`config.mk`:
```
export PLATFORM = sky130hd
export DESIGN_NAME = mshr_replay_queue
export DESIGN_NICKNAME = d
export VERILOG_FILES = /design/src/rtl/boom_lsu_st.sv /design/src/rtl/mshr_replay_queue.sv
export SDC_FILE = /design/constraint.sdc
export NUM_CORES = 2
export LEC_CHECK = 0
export ABC_CLOCK_PERIOD_IN_PS = 6840
export CAP_MARGIN = 0
export CELL_PAD_IN_SITES_DETAIL_PLACEMENT = 0
export CELL_PAD_IN_SITES_GLOBAL_PLACEMENT = 1
export CORE_MARGIN = 8
export CORE_UTILIZATION = 48
export DETAILED_ROUTE_END_ITERATION = 10
export PLACE_DENSITY = 0.81
export SYNTH_ARGS = -nofsm -noshare
export SYNTH_HDL_FRONTEND = slang
export SYNTH_SLANG_ARGS = --single-unit
```
`constraint.sdc`:
```
create_clock -name clock -period 6.84 [get_ports clock]
set_clock_uncertainty 0.05 [all_clocks]
set_input_delay 1.026 -clock clock [delete_from_list [all_inputs] [get_ports clock]]
set_output_delay 1.026 -clock clock [all_outputs]
set_load 0.02 [all_outputs]
```
`src/rtl/boom_lsu_st.sv`:
```
// Shared LSU/MSHR request and branch-update types, plus the branch-kill and
// mask-update helpers reused by the MSHR and the LSU.
package boom_lsu_st;

    localparam int BR_MASK_WIDTH = 12;
    // Replay queue depth taken from the cache configuration (nRPQ).
    localparam int RPQ_ENTRIES   = 16;

    typedef struct packed {
        logic [BR_MASK_WIDTH-1:0] br_mask;
        logic [6:0]               rob_idx;
        logic [4:0]               ldq_idx;
        logic [4:0]               stq_idx;
        logic                     uses_ldq;
        logic                     uses_stq;
        logic [4:0]               mem_cmd;
    } MicroOpST;

    typedef struct packed {
        MicroOpST    uop;
        logic [39:0] addr;
        logic [63:0] data;
        logic        is_hella;
        logic [4:0]  sdq_id;
    } BoomDCacheReqInternalST;

    typedef struct packed {
        logic [BR_MASK_WIDTH-1:0] resolve_mask;
        logic [BR_MASK_WIDTH-1:0] mispredict_mask;
    } BrUpdateB1ST;

    typedef struct packed {
        BrUpdateB1ST b1;
    } BrUpdateInfoST;

    function automatic logic is_killed_by_branch(input logic [BR_MASK_WIDTH-1:0] br_mask,
                                                 input BrUpdateInfoST            brupdate);
        return |(br_mask & brupdate.b1.mispredict_mask);
    endfunction

    function automatic logic [BR_MASK_WIDTH-1:0] get_new_br_mask(
        input logic [BR_MASK_WIDTH-1:0] br_mask,
        input BrUpdateInfoST            brupdate);
        return br_mask & ~brupdate.b1.resolve_mask;
    endfunction

endpackage

```
`src/rtl/mshr_replay_queue.sv`:
```
// Branch-killable in-order replay FIFO for one MSHR; enq visible at head one cycle later.
// Killed entries keep their slot and are reclaimed at the head without a consumer handshake.
module mshr_replay_queue
    import boom_lsu_st::*;
#(
    parameter int NUM_ENTRIES = RPQ_ENTRIES,
    parameter int BR_MASK_W   = BR_MASK_WIDTH
) (
    input  logic                               clock,
    input  logic                               reset,
    input  logic                               i_enq_valid,
    output logic                               o_enq_ready,
    input  BoomDCacheReqInternalST             i_enq,
    input  logic                               i_deq_ready,
    output logic                               o_deq_valid,
    output BoomDCacheReqInternalST             o_deq,
    input  BrUpdateInfoST                      i_brupdate,
    input  logic                               i_flush,
    output logic                               o_empty,
    output logic [$clog2(NUM_ENTRIES+1)-1:0]   o_count
);

    localparam int PTR_W = $clog2(NUM_ENTRIES);
    localparam int CNT_W = $clog2(NUM_ENTRIES + 1);

    logic [PTR_W-1:0]        enq_ptr_q, enq_ptr_d;
    logic [PTR_W-1:0]        deq_ptr_q, deq_ptr_d;
    logic                    maybe_full_q, maybe_full_d;
    logic [NUM_ENTRIES-1:0]  valid_q, valid_d;
    BoomDCacheReqInternalST  slot_q [NUM_ENTRIES];
    BoomDCacheReqInternalST  slot_d [NUM_ENTRIES];

    BoomDCacheReqInternalST  head;
    logic [BR_MASK_W-1:0]    head_br_mask;
    logic [PTR_W-1:0]        ptr_diff;
    logic                    ptr_match, full, empty;
    logic                    do_enq, do_deq, enq_live;

    assign ptr_match = (enq_ptr_q == deq_ptr_q);
    assign full      = ptr_match && maybe_full_q;
    assign empty     = ptr_match && !maybe_full_q;
    assign ptr_diff  = enq_ptr_q - deq_ptr_q;

    assign head         = slot_q[deq_ptr_q];
    assign head_br_mask = get_new_br_mask(head.uop.br_mask, i_brupdate);

    always_comb begin
        o_deq             = head;
        o_deq.uop.br_mask = head_br_mask;
    end

    // Kill terms are combinational so a squashed head is never offered, even in the kill cycle.
    assign o_deq_valid = !empty && valid_q[deq_ptr_q]
                       && !is_killed_by_branch(head.uop.br_mask, i_brupdate)
                       && !(i_flush && head.uop.uses_ldq);

    assign o_enq_ready = !full;
    assign o_empty     = empty;
    assign o_count     = full ? CNT_W'(NUM_ENTRIES) : CNT_W'(ptr_diff);

    assign do_enq   = i_enq_valid && !full;
    assign do_deq   = !empty && (i_deq_ready || !o_deq_valid);
    assign enq_live = !is_killed_by_branch(i_enq.uop.br_mask, i_brupdate)
                    && !(i_flush && i_enq.uop.uses_ldq);

    always_comb begin
        for (int i = 0; i < NUM_ENTRIES; i++) begin
            slot_d[i]             = slot_q[i];
            slot_d[i].uop.br_mask = get_new_br_mask(slot_q[i].uop.br_mask, i_brupdate);
            valid_d[i]            = valid_q[i]
                                  && !is_killed_by_branch(slot_q[i].uop.br_mask, i_brupdate)
                                  && !(i_flush && slot_q[i].uop.uses_ldq);
        end
        // Enq and deq never target the same slot: equal pointers mean empty or full.
        if (do_deq) begin
            valid_d[deq_ptr_q] = 1'b0;
        end
        if (do_enq) begin
            slot_d[enq_ptr_q]             = i_enq;
            slot_d[enq_ptr_q].uop.br_mask = get_new_br_mask(i_enq.uop.br_mask, i_brupdate);
            valid_d[enq_ptr_q]            = enq_live;
        end
    end

    always_comb begin
        enq_ptr_d    = do_enq ? enq_ptr_q + PTR_W'(1) : enq_ptr_q;
        deq_ptr_d    = do_deq ? deq_ptr_q + PTR_W'(1) : deq_ptr_q;
        maybe_full_d = maybe_full_q;
        if (do_enq != do_deq) begin
            maybe_full_d = do_enq;
        end
    end

    always_ff @(posedge clock or posedge reset) begin
        if (reset) begin
            enq_ptr_q    <= '0;
            deq_ptr_q    <= '0;
            maybe_full_q <= 1'b0;
            valid_q      <= '0;
        end else begin
            enq_ptr_q    <= enq_ptr_d;
            deq_ptr_q    <= deq_ptr_d;
            maybe_full_q <= maybe_full_d;
            valid_q      <= valid_d;
        end
    end

    always_ff @(posedge clock) begin
        slot_q <= slot_d;
    end

endmodule

```
==> summary.txt <==
Worst setup path
  • Crit path max-delay family: simple AND/OR/NAND/NOR gates
  • CP Class: reg2out
  • Crit path DAT: 5.07 ns
  • Critical Path End Type: output pin
  • Max stage delay cell, worst path: dfrtp_4
  • Critical path buffers and inverters: 2
  • CP most frequent cell: nand3_1
  • Worst path required time: 5.76 ns
  • Critical path, cell by cell: inv_1 -> ha_1 -> nand3_1 -> or3_1 -> o2111ai_1 -> nor3_1 -> nand3_1 -> nor4_4 -> clkdlybuf4s50_1
  • CP startpoint kind: flop
  • CP peak stage delay: 0.86 ns
  • Crit Path Max Fanout: 47

Routing
  • Routed length per placed instance: 31.4 um
  • DRC viols: 0
  • Final wirelength: 237000 um
  • Starting DRT DRC Count: 5386
  • Vias per inst: 6.24
  • Via count: 47100
  • Post-DRT Antenna Nets: 0
  • First drt pass iteration count: 6

STA
  • Tmin final: 6.14 ns
  • RSZ-0062 raised after global routing: false
  • Relative slew slack: 13.6%
  • Worst Tran Pin Value: 1.30 ns
  • Final worst slack: 0.697 ns
  • Setup TNS: 0 ns
  • Final worst path period share: 89.8%
  • Hold Fails Final Rpt: 0
  • Fmax: 163 MHz
  • Max-slew violations: 0
  • Hold WS: 0.419 ns
  • Setup violators final: 0

Logic synthesis
  • Mapped Area: 0.0917 sq mm
  • Syn. warnings: 0
  • Top_reg_cell synth: edfxtp_1
  • #FFs+latches synth: 2361
  • Syn_nets: 4623
  • Synth top area cells: edfxtp_1 (70%), mux4_2 (17%), dfxtp_1 (4.2%)
  • EDFF count, synth: 2144
  • Synthesized area per cell: 20.7 sq um
  • Asr flop ratio synth: 1.06%
  • Cells after synthesis: 4436
  • Seq/Total Area, Yosys: 75.1%
  • Most frequent cell after synthesis: edfxtp_1
  • Area share of the largest cell type after synthesis: 70.2%
  • Synth cell types: 54
  • Dominant cell type by area after synthesis: edfxtp_1
  • Most frequent cells after synthesis: edfxtp_1 (2144), mux4_2 (697), nand2_1 (344), a21oi_1 (208), clkbuf_1 (196)

Worst hold path
  • Type of the most critical hold path: reg2reg

CTS
  • H-tree depth: 4
  • CTS tree: yes
  • Cell chosen for the clock root: clkbuf_16
  • Hold buffers post-CTS: 0
  • Worst-Skew Late Latency: 0.85 ns
  • Clock Pin Slew Worst Setup and Hold Paths: 0.06 ns
  • CTS Buffer Depth: 3
  • Setup bufs post-CTS: 0
  • Post-CTS Resized: 0
  • Clock sink count: 2361
  • TritonCTS buffer count: 230

Finish
  • Syn-to-layout area delta: 15.9%
  • Layout cells sized above 1: 24.3%
  • Nets@finish: 5023
  • Post-route cell area: 0.106 sq mm
  • Area occupied by multi-input gates: 0.0215 sq mm
  • Final-layout fill cell count: 13800
  • Reg area: 0.0689 sq mm

Floorplan
  • Die Area: 0.205 sq mm
  • Die X: 453 um
  • Initial Utilization: 48.3%
  • Io pins: 329
  • Row cnt: 160
  • Core Region: 0.190 sq mm
  • Die height: 453 um

Global routing
  • Vias in the first global route: 47600
  • Largest net degree at the start of global routing: 160
  • Global route total overflow: 0
  • GRT Total Usage: 22.7%
  • First-pass GRT wire length: 342000 um
  • Initial antenna violation count: 33

Power
  • Worst vdd ir: 425 uV
  • Post-route total power: 45.2 mW
  • Pwr/cell area: 425 mW/mm^2
  • LEAKAGE: 33.3 nW

Placement
  • DP Worst Slack: 1.69 ns
  • Final RePlAce weighted congestion: 0.935
  • Final HPWL DP: 129000 um
  • Placed Area: 0.0986 sq mm
  • Port buffer count: 328

Run status
  • Status: finished clean

Flow run
  • Max Cap Violations: 0
[through the flow]
stage	util, %	cells
after floorplan	-	4436
after global placement	51.9	7115
after detailed placement	51.9	7115
after CTS	56.0	7540
after global routing	56.0	7550
final	56.0	7556
[final timing paths]
kind | depth (start not counted) | end | from | slack (ns)
max in group asynchronous | 2 | deq_ptr_q[0] | reset | 5.06
min reg2reg | 2 | slot_q[1020] | slot_q[1020] | 0.42
max reg2reg | 11 | flop | deq_ptr_q[2] | 1.71
max | 9 | o_deq_valid | deq_ptr_q[2] | 0.70
min in group asynchronous | 2 | valid_q[0] | reset | 0.78
min | 2 | slot_q[1020] | slot_q[1020] | 0.42
[cells in the final DEF (no fill, tap or decap), types with 6 or more instances in the layout]
master,synthesis,final
a22oi_1,31,31
nand3_1,140,140
inv_8,0,18
clkbuf_16,0,234
clkbuf_8,0,8
buf_12,0,35
nor2_1,32,32
diode_2,0,16
dfrtp_1,25,21
nand4_1,24,24
clkbuf_1,196,45
inv_1,22,13
o22ai_1,18,18
ha_1,11,11
a221oi_1,52,52
clkinv_1,0,34
bufinv_16,0,26
clkinv_2,0,50
a311oi_1,7,7
mux2i_1,52,52
clkinvlp_4,0,6
a21oi_1,208,208
clkdlybuf4s50_1,0,328
mux4_2,697,697
mux2_1,7,7
a211oi_1,14,14
nand2_1,344,344
edfxtp_1,2144,2144
xnor2_1,7,7
buf_4,5,111
dfxtp_1,192,192
clkinv_16,0,7
a22o_1,38,38
[where the power goes]
group	switching, mW	total [mW]	internal, mW	leakage, nW
logic	7.93	14.7	6.74	8.31
clock network	5.44	12.8	7.36	3.77
registers	0.561	17.7	17.2	21.2
[cell type report]
| cell class | count | share of cell area [%] |
|---|---|---|
| inverter | 32 | 0.233 |
| clock buffer | 290 | 5.78 |
| clock inverter | 135 | 1.46 |
| tap | 2511 | 2.95 |
| sequential | 2361 | 64.8 |
| antenna | 16 | 0.0376 |
| multi-input combinational | 1737 | 20.2 |
| timing repair buffer | 474 | 4.53 |
[routing by layer]
layer	up-vias	part of all wire (%)	track usage [%]
met1	25100	39	31.0
li1	19300	-	-
met2	2359	50	37.6
met5	-	0.035	0
met3	383	7.6	4.11
met4	12	3.0	6.88
[worst register-to-register path, stage by stage, from the launching register on]
cell,delay [ns]
dfrtp_4,0.86
inv_1,0.44
ha_1,0.44
nand3_1,0.10
nor2_1,0.07
nand2_1,0.13
nand2_1,0.13
nor3b_2,0.19
buf_4,0.53
nand2_1,0.63
inv_8,0.67
buf_12,0.52
[cell families after synthesis]
group	count (synthesis)	share of synthesized area, %
AO/OA/AOI/OAI	383	2.68
XOR/XNOR	9	0.0859
adder cells (fa/ha/maj)	12	0.172
buffers and inverters	338	1.49
flip-flops	2361	75.1
multiplexers	760	17.8
AND/OR/NAND/NOR	573	2.71
Note: power is estimated with default switching activity, not from simulation.
